**src/rtl/stack_unit.sv**
```systemverilog
// stack_unit: hardware call/data stack engine.
// Pushes and pops 16-bit register values, 4-bit flag sets and 32-bit PCs
// (two words, high word at the higher address) to a word-addressed data
// memory. SP points at the next free word, and the stack grows downward from
// SP_INIT toward SP_MIN. A push or pop that would leave that region is
// rejected through the ERR state without touching memory or SP.
module stack_unit #(
   parameter int              AW      = 12,
   parameter logic [AW-1:0]   SP_INIT = 12'hFFF,
   parameter logic [AW-1:0]   SP_MIN  = 12'h800
) (
   input  logic            clk,
   input  logic            reset,
   input  logic            cmd_valid,
   input  logic [2:0]      cmd_op,
   output logic            cmd_ready,
   input  logic [15:0]     reg_in,
   input  logic [31:0]     pc_in,
   input  logic [3:0]      flags_in,
   output logic [AW-1:0]   mem_addr,
   output logic [15:0]     mem_wdata,
   output logic            mem_we,
   output logic            mem_re,
   input  logic [15:0]     mem_rdata,
   output logic [15:0]     reg_wdata,
   output logic            reg_wvalid,
   output logic [31:0]     pc_out,
   output logic            pc_load,
   output logic [3:0]      flags_out,
   output logic            flags_load,
   output logic            overflow,
   output logic            underflow,
   output logic [AW-1:0]   sp
);

   localparam logic [2:0] OP_PUSH_REG   = 3'b000;
   localparam logic [2:0] OP_POP_REG    = 3'b001;
   localparam logic [2:0] OP_PUSH_PC    = 3'b010;
   localparam logic [2:0] OP_POP_PC     = 3'b011;
   localparam logic [2:0] OP_PUSH_FLAGS = 3'b100;
   localparam logic [2:0] OP_POP_FLAGS  = 3'b101;

   localparam logic [AW-1:0] ONE_W = AW'(1);
   localparam logic [AW-1:0] TWO_W = AW'(2);
   localparam logic [AW:0]   ONE_X = (AW+1)'(1);
   localparam logic [AW:0]   TWO_X = (AW+1)'(2);

   typedef enum logic [2:0] {
      S_IDLE,
      S_WR_HI,
      S_WR_LO,
      S_RD_1,
      S_RD_2,
      S_RD_DONE,
      S_ERR
   } state_t;

   state_t         state_q, state_d;
   logic [2:0]     op_q, op_d;            // opcode latched at acceptance
   logic [31:0]    opnd_q, opnd_d;        // push operand, zero-extended
   logic [15:0]    low_q, low_d;          // low PC word captured during RD_2
   logic [AW-1:0]  sp_q, sp_d;
   logic [15:0]    reg_hold_q, reg_hold_d;
   logic [31:0]    pc_hold_q, pc_hold_d;
   logic [3:0]     flags_hold_q, flags_hold_d;
   logic           ovf_q, ovf_d;          // 1: ERR reports overflow, 0: underflow

   logic           cmd_is_pc;
   logic           op_is_pc;
   logic [AW:0]    cmd_n_x;
   logic [AW-1:0]  op_n_w;
   logic           push_ovf;
   logic           pop_unf;

   // Word count of the command being offered and of the one in flight.
   assign cmd_is_pc = (cmd_op == OP_PUSH_PC) || (cmd_op == OP_POP_PC);
   assign cmd_n_x   = cmd_is_pc ? TWO_X : ONE_X;
   assign op_is_pc  = (op_q == OP_PUSH_PC) || (op_q == OP_POP_PC);
   assign op_n_w    = op_is_pc ? TWO_W : ONE_W;

   // Range checks are done one bit wider than SP so that neither side of the
   // comparison can wrap: a push needs SP-n+1 >= SP_MIN, rewritten as
   // SP+1 >= SP_MIN+n; a pop needs SP+n <= SP_INIT.
   assign push_ovf = ({1'b0, sp_q} + ONE_X) < ({1'b0, SP_MIN} + cmd_n_x);
   assign pop_unf  = ({1'b0, sp_q} + cmd_n_x) > {1'b0, SP_INIT};

   assign sp = sp_q;

   // State and datapath registers; reset discards any in-flight command.
   always_ff @(posedge clk or negedge reset) begin
      if (!reset) begin
         state_q      <= S_IDLE;
         op_q         <= 3'b000;
         opnd_q       <= 32'h0;
         low_q        <= 16'h0;
         sp_q         <= SP_INIT;
         reg_hold_q   <= 16'h0;
         pc_hold_q    <= 32'h0;
         flags_hold_q <= 4'h0;
         ovf_q        <= 1'b0;
      end else begin
         state_q      <= state_d;
         op_q         <= op_d;
         opnd_q       <= opnd_d;
         low_q        <= low_d;
         sp_q         <= sp_d;
         reg_hold_q   <= reg_hold_d;
         pc_hold_q    <= pc_hold_d;
         flags_hold_q <= flags_hold_d;
         ovf_q        <= ovf_d;
      end
   end

   // Next-state logic and state-decoded outputs; result data is bypassed
   // from mem_rdata during RD_DONE so it lines up with its strobe.
   always_comb begin
      state_d      = state_q;
      op_d         = op_q;
      opnd_d       = opnd_q;
      low_d        = low_q;
      sp_d         = sp_q;
      reg_hold_d   = reg_hold_q;
      pc_hold_d    = pc_hold_q;
      flags_hold_d = flags_hold_q;
      ovf_d        = ovf_q;

      cmd_ready    = 1'b0;
      mem_addr     = '0;
      mem_wdata    = 16'h0;
      mem_we       = 1'b0;
      mem_re       = 1'b0;
      reg_wdata    = reg_hold_q;
      reg_wvalid   = 1'b0;
      pc_out       = pc_hold_q;
      pc_load      = 1'b0;
      flags_out    = flags_hold_q;
      flags_load   = 1'b0;
      overflow     = 1'b0;
      underflow    = 1'b0;

      case (state_q)
         S_IDLE: begin
            cmd_ready = 1'b1;
            if (cmd_valid) begin
               op_d = cmd_op;
               case (cmd_op)
                  OP_PUSH_REG, OP_PUSH_PC, OP_PUSH_FLAGS: begin
                     if (cmd_op == OP_PUSH_PC) begin
                        opnd_d = pc_in;
                     end else if (cmd_op == OP_PUSH_REG) begin
                        opnd_d = {16'h0, reg_in};
                     end else begin
                        opnd_d = {28'h0, flags_in};
                     end
                     if (push_ovf) begin
                        ovf_d   = 1'b1;
                        state_d = S_ERR;
                     end else if (cmd_op == OP_PUSH_PC) begin
                        state_d = S_WR_HI;
                     end else begin
                        state_d = S_WR_LO;
                     end
                  end
                  OP_POP_REG, OP_POP_PC, OP_POP_FLAGS: begin
                     if (pop_unf) begin
                        ovf_d   = 1'b0;
                        state_d = S_ERR;
                     end else begin
                        state_d = S_RD_1;
                     end
                  end
                  default: begin
                     // Reserved opcodes are consumed with no effect.
                     state_d = S_IDLE;
                  end
               endcase
            end
         end

         S_WR_HI: begin
            mem_we    = 1'b1;
            mem_addr  = sp_q;
            mem_wdata = opnd_q[31:16];
            state_d   = S_WR_LO;
         end

         S_WR_LO: begin
            mem_we    = 1'b1;
            mem_addr  = op_is_pc ? (sp_q - ONE_W) : sp_q;
            mem_wdata = opnd_q[15:0];
            sp_d      = sp_q - op_n_w;
            state_d   = S_IDLE;
         end

         S_RD_1: begin
            mem_re   = 1'b1;
            mem_addr = sp_q + ONE_W;
            state_d  = (op_q == OP_POP_PC) ? S_RD_2 : S_RD_DONE;
         end

         S_RD_2: begin
            // The low word requested in RD_1 is on mem_rdata now.
            mem_re   = 1'b1;
            mem_addr = sp_q + TWO_W;
            low_d    = mem_rdata;
            state_d  = S_RD_DONE;
         end

         S_RD_DONE: begin
            sp_d    = sp_q + op_n_w;
            state_d = S_IDLE;
            case (op_q)
               OP_POP_REG: begin
                  reg_wvalid = 1'b1;
                  reg_wdata  = mem_rdata;
                  reg_hold_d = mem_rdata;
               end
               OP_POP_FLAGS: begin
                  flags_load   = 1'b1;
                  flags_out    = mem_rdata[3:0];
                  flags_hold_d = mem_rdata[3:0];
               end
               OP_POP_PC: begin
                  pc_load   = 1'b1;
                  pc_out    = {mem_rdata, low_q};
                  pc_hold_d = {mem_rdata, low_q};
               end
               default: begin
               end
            endcase
         end

         S_ERR: begin
            overflow  = ovf_q;
            underflow = ~ovf_q;
            state_d   = S_IDLE;
         end

         default: begin
            state_d = S_IDLE;
         end
      endcase
   end

endmodule

```
**config.mk**
```make
export PLATFORM = sky130hd
export DESIGN_NAME = stack_unit
export DESIGN_NICKNAME = d
export VERILOG_FILES = /design/src/rtl/stack_unit.sv
export SDC_FILE = /design/constraint.sdc
export NUM_CORES = 1
export LEC_CHECK = 0
export ABC_CLOCK_PERIOD_IN_PS = 7400
export BUFFER_PORTS_ARGS = -buffer_cell sky130_fd_sc_hd__buf_2
export CAP_MARGIN = 0
export CORE_UTILIZATION = 40
export CTS_CLUSTER_DIAMETER = 30
export DETAILED_ROUTE_END_ITERATION = 7
export GPL_ROUTABILITY_DRIVEN = 1
export SLEW_MARGIN = 20
export SYNTH_ARGS = -nofsm -noshare
export SYNTH_HDL_FRONTEND = slang
export SYNTH_SLANG_ARGS = --single-unit
```
**constraint.sdc**
```tcl
create_clock -name clk -period 7.4 [get_ports clk]
set_input_delay 1.11 -clock clk [delete_from_list [all_inputs] [get_ports clk]]
set_output_delay 1.11 -clock clk [all_outputs]
set_load 0.02 [all_outputs]
```
; Word-level counts from Yosys, hierarchy flattened
; Cells that the tools add are included.
[word_totals]
wordCells = 86
input_bits = 74
regBits = 119
output_inout_bits = 100
[op_classes]
n_addsub = 8
bitwise_logic = 1
n_lt_le_gt_ge = 2
n_reduce_logical = 13
muxes = 35
eq_ne = 18
[ops]
columns = cell, n
row1 = 32-bit two-way mux, 3
row2 = 16-bit two-way mux, 3
row3 = 12-bit case mux with 4 select lines, 1
row4 = 16-bit case mux with 2 select lines, 1
row5 = 12-bit case mux with 2 select lines, 1
row6 = 3-bit by 2-bit equality test with 1-bit output (second input constant), 6
row7 = 3-bit equality test (second input constant), 6
row8 = 1-bit two-way mux, 14
row9 = 12-bit by 1-bit adder with 13-bit output (second input constant), 1
row10 = 12-bit by 2-bit adder with 13-bit output, 1
row11 = 12-bit by 2-bit adder with 13-bit output (first input constant), 1
row12 = 13-bit by 12-bit greater-than comparator with 1-bit output (second input constant), 1
row13 = 13-bit less-than comparator, 1
row14 = 12-bit by 1-bit adder with 12-bit output (second input constant), 1
row15 = 12-bit by 2-bit adder with 12-bit output, 1
row16 = 12-bit by 2-bit adder with 12-bit output (second input constant), 1
row17 = 12-bit two-way mux, 1
row18 = 3-bit case mux with 4 select lines, 1
row19 = 12-bit by 1-bit subtractor with 12-bit output (second input constant), 1
row20 = 12-bit by 2-bit subtractor with 12-bit output, 1
row21 = 3-bit by 1-bit equality test with 1-bit output (second input constant), 3
row22 = 3-bit two-way mux, 3
row23 = 4-bit two-way mux, 2
row24 = 3-bit zero test, 2
row25 = 12 further kinds, 20

; Longest topological paths before layout
; Gate-level depths: netlist of run 1.
[logic_depth]
depth_word = 9
mapped_depth = 10
mapped_depth_nobuf = 10

; Worst setup path after synthesis of run 1
; OpenSTA, ideal clock, no wires.
[synth_path]
kind = register to output
start = reg sp_q[2] (netlist: sp[2])
end = out mem_addr[7]
arrival_ns = 2.338
required_ns = 6.290
slack_ns = 3.952
stages_incl_launch_ff = 7
cell_sequence = dfstp_2 -> buf_2 -> inv_1 -> ha_1 -> a2111oi_4 -> mux2_2 -> o21ai_0
[synth_via]
elab_chain_cells = 3
[synth_lines]
columns = element, line
row1 = start: declaration, 62  ; logic [AW-1:0] sp_q, sp_d;
row2 = start signal: assignment, 106  ; sp_q <= sp_d;
row3 = 12-bit by 1-bit subtractor with 12-bit output, 189  ; mem_addr = op_is_pc ? (sp_q - ONE_W) : sp_q;
row4 = 12-bit two-way mux, 189
row5 = 12-bit case mux with 4 select lines (*), 141  ; case (state_q)
row6 = end: declaration, 20  ; output logic [AW-1:0] mem_addr,
; Every way passes the cells marked *; elsewhere a longest branch is shown, timed or not.

; Worst setup path in the final report of run 1
[layout_path]
start = reg state_q[2]
end = out mem_addr[11]
[layout_via]
elab_chain_cells = 2
[layout_lines]
columns = element, line
row1 = start: declaration, 58  ; state_t state_q, state_d;
row2 = start signal: assignment, 102  ; state_q <= state_d;
row3 = "3-bit equality test, or another cell as far along", 141
row4 = 12-bit case mux with 4 select lines (*), 141
; Marks and branches as above.

==> results of run 1 <==
[routing by layer]
layer | vias up | part of all wire [%] | GRT usage, %
met1 | 2806 | 44 | 28.7
met4 | 0 | 1.3 | 6.98
met5 | - | 0 | 0
met3 | 16 | 4.8 | 4.59
li1 | 2749 | - | -
met2 | 181 | 50 | 37.0
[registers in the layout, indices dropped and copies added, names as in the netlist]
name / cells
flags_hold_q: 4
low_q: 16
op_q: 3
pc_hold_q: 32
sp: 12
opnd_q: 32
ovf_q: 1
reg_hold_q: 16
state_q: 3
[cells by family after synthesis]
kind of cell	synth area share, %
AND/OR/NAND/NOR	19.0
flip-flops	45.5
XOR/XNOR	2.53
buffers and inverters	3.75
multiplexers	10.3
adder cells (fa/ha/maj)	3.65
AO/OA/AOI/OAI	15.2
[worst min-delay path by stage]
stage,start,end,slack [ns],depth (start not counted)
2_1_floorplan,opnd_q[16],opnd_q[16],0.44,2
3_3_place_gp,low_q[6],low_q[6],0.45,2
3_5_place_dp,opnd_q[21],opnd_q[21],0.46,2
4_1_cts,opnd_q[21],opnd_q[21],0.47,2
5_1_grt,opnd_q[21],opnd_q[21],0.48,2
6_report,opnd_q[26],opnd_q[26],0.47,2
[power breakdown]
part | switching (uW) | internal (uW)
Clock | 296 | 531
Combinational | 958 | 609
Sequential | 261 | 904
Total | 1520 | 2040
[area by class of cell]
cell class / count / area, um^2 / share of cell area (%)
inverters: 10 / 37.5 / 0.459
clock buffers: 22 / 484 / 5.92
multi-input cells: 512 / 3350 / 40.9
well taps: 216 / 270 / 3.30
clock inverters: 10 / 119 / 1.45
flip-flops and latches: 119 / 2990 / 36.6
repair buffers: 181 / 928 / 11.3
[critical path, delay by kind of cell, from the launching register on]
kind | cells | cell delay [ns]
buf+inv | 1 | 0.20
flops | 1 | 0.66
simple gates | 2 | 1.13
compound gates | 2 | 0.67
[cells in the final DEF (no fill, tap or decap), types with 16 or more instances in the layout]
cell / n
buf_2: 172
nand2_1: 130
dfrtp_1: 107
mux2_2: 56
nor2_1: 55
o21ai_0: 33
a21oi_1: 28
nand3_1: 25
a22o_1: 17
clkbuf_16: 17
ha_1: 16
[stage by stage]
stage | worst slack, ns | utilization, %
after CTS | 3.20 | 51.3
after global placement | 3.73 | 47.5
after floorplan | 3.95 | -
after detailed placement | 3.67 | 47.5
final | 3.22 | 51.3
after global routing | 2.99 | 51.3
==> reports/metrics.yaml, run 1 <==
clock_tree:
  cts_resized: 0
  cts_buffers: 17
  cts.sinks: 119
  clk_pin_slew_worst_paths_ns: 0.06
  holdBufCountCts: 0
  insertion_delay_ns: 0.42
  cts.root.buffer_cell: "clkbuf_16"
  post_cts_buffers: 0
  cts_buffer_depth: 2
  h-tree-depth: 4
  cts_tree: "built"
routing:
  drc_errors: 0
  first_pass_iters: 5
  avgViaCountPerCell: 5.38
  vias: 5752
  post_drt_wl_per_cell_um: 17.0
  ant_nets: 0
  routed_wirelength_um: 18200
  drt_iter0_markers: 338
setup_path:
  cp-startpoint: "state_q[2]"
  slowest_stage: "dfrtp_1"
  setup.worst_path.class: "flip-flop to output port"
  cp-end-kind: "output port"
  r2r-start: "state_q[1]"
  required_ns: 6.29
  ff2ff_path_depth: 10
  startpoint_type: "flip-flop"
  r2r_setup_slack_ns: 3.97
  crit_end: "mem_addr[11]"
  crit_fanout: 20
  slowest_delay_ns: 0.66
  path_cells: "nor2b_1, nand2b_1, o221a_2, o22ai_1, buf_2"
  r2r_end: "sp[10]"
  crit_arrival_ns: 3.07
timing:
  hold_viol_final: 0
  fin_worst_skew_ns: 0.0134
  setup_viol: 0
  tightestPinTransition_ns: 1.01
  fin_crit_sh_pct: 56.5
  clock.fmax_ghz: 0.239
  hold_ws_ns: 0.467
  min_period_ns: 4.18
  relSlewSlack_pct: 32.8
  rsz0062_at_grt: "false"
  fin_tns_setup_ns: 0
  drv_slew: 0
floorplan:
  ios: 174
  fp.dieH_um: 130
  rows: 46
  die_area_mm2: 0.0170
  die_w_um: 130
  start_util_pct: 41.3
  core_area_mm2: 0.0159
placement:
  placed_area_mm2: 0.00757
  gp_congestion: 0.899
  dpl.hpwl_um: 13000
  dp.cells: 1038
  io_buffers: 173
synth:
  synth_most_common_cell: "nand2_1"
  async_reset_ff_share_pct: 100
  ys_types: 67
  syn_nets: 775
  synth.yosys.warnings: 0
  synth_top_area_share_pct: 40.7
  synth_area_leaders: "dfrtp_1, mux2_2, nand2_1"
  synth_area_mm2: 0.00658
  synth_flop_cell: "dfrtp_1"
  synth_largest_area_cell: "dfrtp_1"
  ys_ff_latch: 119
  synth_edf_count: 0
  ys_seq_area_share_pct: 45.5
  syn_inst: 683
  syn_avg_cell_area_um2: 9.63
  yosys-top-cells-count: "nand2_1, dfrtp_1, mux2_2, nor2_1, o21ai_0"
grt:
  grt_antenna_before_repair: 0
  grt_pass1_wl_um: 28800
  overflow: 0
  first_global_vias: 5568
  grt_use_total_pct: 22.1
  grt_max_degree: 76
cells_and_area:
  design_area_mm2: 0.00818
  layout.cells.non_filler: 1070
  syn2layout_area_growth_pct: 24.4
  drive_above_1_share_pct: 35.0
  n_antenna_cell: 0
  final_nets: 933
  fillCellCount: 1511
power_and_ir_drop:
  ir_drop_v: 0.000188
  powerDensity_mw_per_mm2: 435
  leakagePower_uw: 0.00412
  totalPowerFinal_uw: 3560
hold_path:
  hold_class: "flip-flop to flip-flop"
job:
  maxCapViolCount: 0
outcome:
  status: "finished clean"
No activity file was read; power rests on OpenSTA's default activity.
==> run 2, diff against run 1 <==
--- a/config.mk
+++ b/config.mk
@@ -5,13 +5,15 @@
 export SDC_FILE = /design/constraint.sdc
 export NUM_CORES = 1
 export LEC_CHECK = 0
-export ABC_CLOCK_PERIOD_IN_PS = 7400
+export ABC_AREA = 1
+export ABC_CLOCK_PERIOD_IN_PS = 3700
 export BUFFER_PORTS_ARGS = -buffer_cell sky130_fd_sc_hd__buf_2
 export CAP_MARGIN = 0
 export CORE_UTILIZATION = 40
 export CTS_CLUSTER_DIAMETER = 30
 export DETAILED_ROUTE_END_ITERATION = 7
 export GPL_ROUTABILITY_DRIVEN = 1
+export PLACE_DENSITY = 0.66
 export SLEW_MARGIN = 20
 export SYNTH_ARGS = -nofsm -noshare
 export SYNTH_HDL_FRONTEND = slang
==> constraint.sdc (replaced) <==
create_clock -name clk -period 3.7 [get_ports clk]
set_input_delay 0.555 -clock clk [delete_from_list [all_inputs] [get_ports clk]]
set_output_delay 0.555 -clock clk [all_outputs]
set_load 0.02 [all_outputs]
==> reports/metrics.yaml, run 2 <==
clock_tree:
  clk_pin_slew_worst_paths_ns: 0.06  # about the same
  cts_tree: "built"  # unchanged
  cts_resized: 0  # unchanged
  cts.root.buffer_cell: "clkbuf_16"  # unchanged
  cts_buffers: 17  # unchanged
  insertion_delay_ns: 0.42  # about the same
  cts_buffer_depth: 2  # unchanged
  post_cts_buffers: 0  # unchanged
  cts.sinks: 119  # unchanged
  h-tree-depth: 4  # unchanged
  holdBufCountCts: 0  # unchanged
power_and_ir_drop:
  internal-power_uw: 4290  # was 2040 uW
  totalPowerFinal_uw: 7740  # was 3560 uW
  power_frac_seq_pct: 29.8  # was 32.7%
  leakagePower_uw: 0.00407  # was 0.00412 uW
  p_sw_share_pct: 44.5  # was 42.6%
  powerDensity_mw_per_mm2: 937  # was 435 mW/mm^2
  ir_drop_v: 0.000424  # was 0.000188 V
  p_sw_uw: 3450  # was 1520 uW
  pwr-share-clk_pct: 22.9  # was 23.3%
  combPwrFrac_pct: 47.3  # was 44.0%
placement:
  io_buffers: 173  # unchanged
  dp.cells: 1209  # was 1,038
  gp_congestion: 0.864  # was 0.899
  dpl.hpwl_um: 13300  # was 13,000 um
  dpl_worst_slack_ns: 0.853  # was 3.67 ns
cells_and_area:
  drive_above_1_share_pct: 26.0  # was 35.0%
  final_cell_mix: "nand2_1, buf_2, dfrtp_1, o21ai_0, inv_1"  # was buf_2, nand2_1, dfrtp_1, mux2_2, nor2_1
  layout.cells.non_filler: 1241  # was 1,070
  final_common_cell: "nand2_1"  # was buf_2
  syn2layout_area_growth_pct: 24.7  # was 24.4%
  fillCellCount: 1563  # was 1,511
  reg_top3: "opnd_q (32), pc_hold_q (32)"  # unchanged
  n_antenna_cell: 0  # unchanged
  final_nets: 1104  # was 933
timing:
  clock.fmax_ghz: 0.306
  relSlewSlack_pct: 39.6  # was 32.8%
  fin_worst_skew_ns: 0.00995  # was 0.0134 ns
  fin_crit_sh_pct: 88.4
  min_period_ns: 3.27
  fin_tns_setup_ns: 0  # unchanged
  drv_slew: 0  # unchanged
  setup_viol: 0  # unchanged
  tightestPinTransition_ns: 0.905  # was 1.01 ns
  rsz0062_at_grt: "false"  # unchanged
  hold_ws_ns: 0.159  # was 0.467 ns
  hold_viol_final: 0  # unchanged
  final.setup.worst_slack_ns: 0.429  # was 3.22 ns
grt:
  overflow: 0  # unchanged
  first_global_vias: 5546  # was 5,568
  grt_pass1_wl_um: 28600  # was 28,800 um
  grt_antenna_before_repair: 0  # unchanged
  grt_use_total_pct: 22.0  # was 22.1%
  grt_max_degree: 66  # was 76
synth:
  syn_inst: 849  # was 683
  synth_most_common_cell: "nand2_1"  # unchanged
  synth_edf_count: 0  # unchanged
  synth.yosys.warnings: 0  # unchanged
  yosys-top-cells-count: "nand2_1, dfrtp_1, o21ai_0"  # was nand2_1, dfrtp_1, mux2_2, nor2_1, o21ai_0
  syn_avg_cell_area_um2: 7.81  # was 9.63 um^2
  synth_area_mm2: 0.00663  # was 0.00658 mm^2
  synth_largest_area_cell: "dfrtp_1"  # unchanged
  synth_flop_cell: "dfrtp_1"  # unchanged
  ys_types: 42  # was 67
  synth_top_area_share_pct: 40.4  # was 40.7%
  synth_area_leaders: "dfrtp_1, nand2_1, o21ai_0"  # was dfrtp_1, mux2_2, nand2_1
  syn_nets: 941  # was 775
  async_reset_ff_share_pct: 100  # unchanged
  ys_ff_latch: 119  # unchanged
  ys_seq_area_share_pct: 45.1  # was 45.5%
routing:
  ant_nets: 0  # unchanged
  first_pass_iters: 5  # unchanged
  post_drt_wl_per_cell_um: 14.8  # was 17.0 um
  vias: 6212  # was 5,752
  drt_iter0_markers: 287  # was 338
  routed_wirelength_um: 18400  # was 18,200 um
  avgViaCountPerCell: 5.01  # was 5.38
  drc_errors: 0  # unchanged
floorplan:
  ios: 174  # unchanged
  fp.dieH_um: 131  # was 130 um
  core_area_mm2: 0.0161  # was 0.0159 mm^2
  rows: 46  # unchanged
  start_util_pct: 41.3  # about the same
  die_w_um: 131  # was 130 um
  die_area_mm2: 0.0171  # was 0.0170 mm^2
setup_path:
  r2r_setup_slack_ns: 1.27  # was 3.97 ns
  crit_arrival_ns: 2.72  # was 3.07 ns
  crit_fanout: 48  # was 20
  cp-startpoint: "state_q[0]"  # was state_q[2]
  cp-end-kind: "output port"  # unchanged
  path_cells: "inv_1, nor3_2, inv_2, nor2_4, inv_2, o21ai_0, buf_2"  # was nor2b_1, nand2b_1, o221a_2, o22ai_1, buf_2
  required_ns: 3.14  # was 6.29 ns
  slowest_stage: "inv_2"  # was dfrtp_1
  startpoint_type: "flip-flop"  # unchanged
  ff2ff_path_depth: 15  # was 10
  r2r-start: "state_q[0]"  # was state_q[1]
  slowest_delay_ns: 0.41  # was 0.66 ns
  setup.worst_path.class: "flip-flop to output port"  # unchanged
  r2r_end: "sp[10]"  # unchanged
  cp_common_cell: "inv_2"
outcome:
  status: "finished clean"  # unchanged
hold_path:
  hold_class: "primary input to async pin"  # was flip-flop to flip-flop
job:
  maxCapViolCount: 0  # unchanged
==> run 2: power groups by stage <==
| stage | clock network [uW] | logic [uW] | registers [uW] |
|---|---|---|---|
| CTS | 1800 | 3680 | 2310 |
| detailed placement | 0 | 3660 | 2320 |
| global route | 1850 | 4100 | 2380 |
| finish | 1770 | 3660 | 2310 |
| floorplan | 0 | 2630 | 2220 |
| global placement | 0 | 3620 | 2310 |
==> run 2: cells by family (layout without fill, tap and decap cells) <==
logic type      Yosys count  after routing  synth area share, %
flops                   119            119                 45.1
xor+xnor                 11             11                 1.57
buf+inv                 135            311                 8.78
fa+ha+maj                18             18                 3.62
simple gates            389            389                 26.2
compound gates          177            177                 14.7
==> run 2: worst max path at each step <==
stage                   to  slack (ns)  cells after the start
2_1_floorplan  mem_addr[9]        1.14                      9
3_3_place_gp    pc_out[24]        0.94                      7
3_5_place_dp    pc_out[25]        0.85                      7
4_1_cts         pc_out[25]        0.41                      7
5_1_grt         pc_out[22]        0.16                      7
6_report        pc_out[25]        0.43                      7
==> run 2: critical path: cells and delay by family, from the launching register on <==
family	cells	cell delay (ns)
buf+inv	4	0.92
simple gates	2	0.62
flops	1	0.39
compound gates	1	0.35
==> run 2: metal layers <==
layer | GRT usage (%) | routed length (um) | up-vias
met2 | 34.3 | 8610 | 193
met5 | 0 | 0 | -
met3 | 5.70 | 1150 | 21
met4 | 7.10 | 207 | 0
li1 | - | - | 3099
met1 | 29.9 | 8400 | 2899
==> run 2: stage by stage <==
step,cell area [um^2],utilization [%]
detailed placement,7630,47.5
CTS,8270,51.5
floorplan,6630,-
global route,8270,51.5
finish,8270,51.5
global placement,7630,47.5
==> run 2: final cells by class <==
class                      instances  area [um^2]  share of cell area [%]
clock buffer                      25          495                    5.99
clock inverter                     7          140                    1.69
inverter                          95          358                    4.33
multi-input combinational        595         3060                    37.0
sequential                       119         2990                    36.2
tap                              216          270                    3.27
timing repair buffer             184          951                    11.5
==> run 3, diff against run 2 <==
--- a/config.mk
+++ b/config.mk
@@ -5,15 +5,14 @@
 export SDC_FILE = /design/constraint.sdc
 export NUM_CORES = 1
 export LEC_CHECK = 0
-export ABC_AREA = 1
 export ABC_CLOCK_PERIOD_IN_PS = 3700
 export BUFFER_PORTS_ARGS = -buffer_cell sky130_fd_sc_hd__buf_2
 export CAP_MARGIN = 0
-export CORE_UTILIZATION = 40
+export CORE_UTILIZATION = 48
 export CTS_CLUSTER_DIAMETER = 30
 export DETAILED_ROUTE_END_ITERATION = 7
 export GPL_ROUTABILITY_DRIVEN = 1
-export PLACE_DENSITY = 0.66
+export PLACE_DENSITY = 0.77
 export SLEW_MARGIN = 20
 export SYNTH_ARGS = -nofsm -noshare
 export SYNTH_HDL_FRONTEND = slang
==> reports/metrics.yaml, run 3 (same netlist as run 1, synthesis figures left out) <==
clock_tree:
  post_cts_buffers: 0  # unchanged
  cts.sinks: 119  # unchanged
  cts_tree: "built"  # unchanged
  cts_buffer_depth: 2  # unchanged
  clk_pin_slew_worst_paths_ns: 0.06  # about the same
  cts_resized: 0  # unchanged
  holdBufCountCts: 0  # unchanged
  cts.root.buffer_cell: "clkbuf_16"  # unchanged
  cts_buffers: 17  # unchanged
  h-tree-depth: 4  # unchanged
  insertion_delay_ns: 0.41  # was 0.42 ns
routing:
  wl_met3_um: 1120  # was 1150 um
  routed.top_layer: "met4"  # unchanged
  ant_nets: 0  # unchanged
  route.met2.wl_um: 8660  # was 8610 um
  post_drt_wl_per_cell_um: 16.8  # was 14.8 um
  avgViaCountPerCell: 5.61  # was 5.01
  m1WireLength_um: 7290  # was 8400 um
  routed_wirelength_um: 17400  # was 18,400 um
  first_pass_iters: 5  # unchanged
  vias: 5837  # was 6,212
  drt_iter0_markers: 331  # was 287
  drc_errors: 0  # unchanged
timing:
  hold_ws_ns: 0.209  # was 0.159 ns
  clock.fmax_ghz: 0.291  # was 0.306 GHz
  tightestPinTransition_ns: 0.900  # was 0.905 ns
  hold_viol_final: 0  # unchanged
  fin_worst_skew_ns: 0.00663  # was 0.00995 ns
  setup_viol: 0  # unchanged
  drv_slew: 0  # unchanged
  min_period_ns: 3.43  # was 3.27 ns
  fin_crit_sh_pct: 92.7  # was 88.4%
  rsz0062_at_grt: "false"  # unchanged
  fin_tns_setup_ns: 0  # unchanged
  relSlewSlack_pct: 40.0  # was 39.6%
power_and_ir_drop:
  pwr-share-clk_pct: 24.1  # was 22.9%
  internal-power_uw: 4210  # was 4290 uW
  power_frac_seq_pct: 31.2  # was 29.8%
  leakagePower_uw: 0.00420  # was 0.00407 uW
  totalPowerFinal_uw: 7250  # was 7740 uW
  p_sw_share_pct: 41.9  # was 44.5%
  powerDensity_mw_per_mm2: 879  # was 937 mW/mm^2
  combPwrFrac_pct: 44.7  # was 47.3%
  ir_drop_v: 0.000453  # was 0.000424 V
  p_sw_uw: 3040  # was 3450 uW
grt:
  grt_max_degree: 60  # was 66
  grt_pass1_wl_um: 28800  # was 28,600 um
  grt_use_total_pct: 25.9  # was 22.0%
  grt_antenna_before_repair: 0  # unchanged
  first_global_vias: 5684  # was 5,546
  overflow: 0  # unchanged
setup_path:
  required_ns: 3.14  # about the same
  crit_fanout: 14  # was 48
  cp-end-kind: "output port"  # unchanged
  setup.worst_path.class: "flip-flop to output port"  # unchanged
  crit_arrival_ns: 2.88  # was 2.72 ns
  startpoint_type: "flip-flop"  # unchanged
cells_and_area:
  multi_input_area_mm2: 0.00334  # was 0.00306 mm^2
  seqCellArea_mm2: 0.00299  # unchanged
  fillCellCount: 1132  # was 1,563
  final_nets: 944  # was 1,104
  reg_top3: "opnd_q (32), pc_hold_q (32)"  # unchanged
  syn2layout_area_growth_pct: 25.4  # was 24.7%
  final_cell_mix: "buf_2, nand2_1, dfrtp_1, mux2_2, nor2_1"  # was nand2_1, buf_2, dfrtp_1, o21ai_0, inv_1
  final_common_cell: "buf_2"  # was nand2_1
  drive_above_1_share_pct: 35.8  # was 26.0%
  n_antenna_cell: 0  # unchanged
floorplan:
  rows: 42  # was 46
  ios: 174  # unchanged
  core_area_mm2: 0.0133  # was 0.0161 mm^2
  start_util_pct: 49.5  # was 41.3%
  die_w_um: 119  # was 131 um
  fp.dieH_um: 119  # was 131 um
  die_area_mm2: 0.0142  # was 0.0171 mm^2
placement:
  dpl.hpwl_um: 12300  # was 13,300 um
  io_buffers: 173  # unchanged
  gp_congestion: 0.937  # was 0.864
outcome:
  status: "finished clean"  # unchanged
hold_path:
  hold_class: "primary input to async pin"  # unchanged
job:
  maxCapViolCount: 0  # unchanged
==> run 3: cell count changes in the layout (fill, tap and decap cells not counted), moves of 13 or more <==
cell      delta
nand2_1     -87
inv_1       -74
o21ai_0     -57
mux2_2      +56
nand3_1     -40
a22o_1      +17
a21oi_1     -14
a221oi_1    +13
==> run 3: layer usage <==
| metal | track usage (%) | vias to the layer above |
|---|---|---|
| li1 | - | 2761 |
| met1 | 32.4 | 2822 |
| met2 | 42.7 | 219 |
| met3 | 7.04 | 35 |
| met4 | 9.65 | 0 |
| met5 | 0 | - |
==> run 3: metrics by stage <==
stage | std cells | setup WS (ns) | instance area [um^2] | utilization, %
2_1_floorplan | 683 | 0.807 | 6580 | -
3_3_place_gp | 1009 | 0.752 | 7620 | 57.3
3_5_place_dp | 1009 | 0.720 | 7620 | 57.3
4_1_cts | 1041 | 0.259 | 8250 | 62.1
5_1_grt | 1041 | 0.121 | 8250 | 62.1
6_report | 1041 | 0.269 | 8250 | 62.1
==> run 3: area by class of cell <==
| cell class | count | area share, % |
|---|---|---|
| Clock buffer | 18 | 5.32 |
| Multi-Input combinational cell | 512 | 40.5 |
| Sequential cell | 119 | 36.3 |
| Tap cell | 176 | 2.67 |
| Timing Repair Buffer | 192 | 12.4 |
| Inverter | 10 | 0.455 |
| Clock inverter | 14 | 2.38 |
==> run 3: critical path: stages, from the launching register on <==
cell     delay, ns
dfstp_2       0.72
ha_1          0.32
nand3_1       0.24
or4b_2        0.67
nand2_1       0.08
a22oi_1       0.06
o22ai_1       0.17
buf_2         0.19
==> run 3: final timing paths <==
path	slack, ns	start	depth (start not counted)	to
setup / recovery	0.27	sp[0]	7	mem_addr[6]
hold / removal	0.21	reset	1	pc_hold_q[16]
setup reg to reg	0.73	state_q[0]	9	sp[10]
hold reg to reg	0.46	opnd_q[18]	2	opnd_q[18]
max in group asynchronous	2.57	reset	3	opnd_q[26]
min in group clk	0.36	pc_in[18]	3	opnd_q[18]
==> run 3: power groups by stage <==
stage	Combinational (uW)	Clock, uW	Sequential, uW
2_1_floorplan	2380	0	2120
3_3_place_gp	3170	0	2240
3_5_place_dp	3210	0	2270
4_1_cts	3240	1770	2250
5_1_grt	3560	1840	2320
6_report	3240	1750	2260
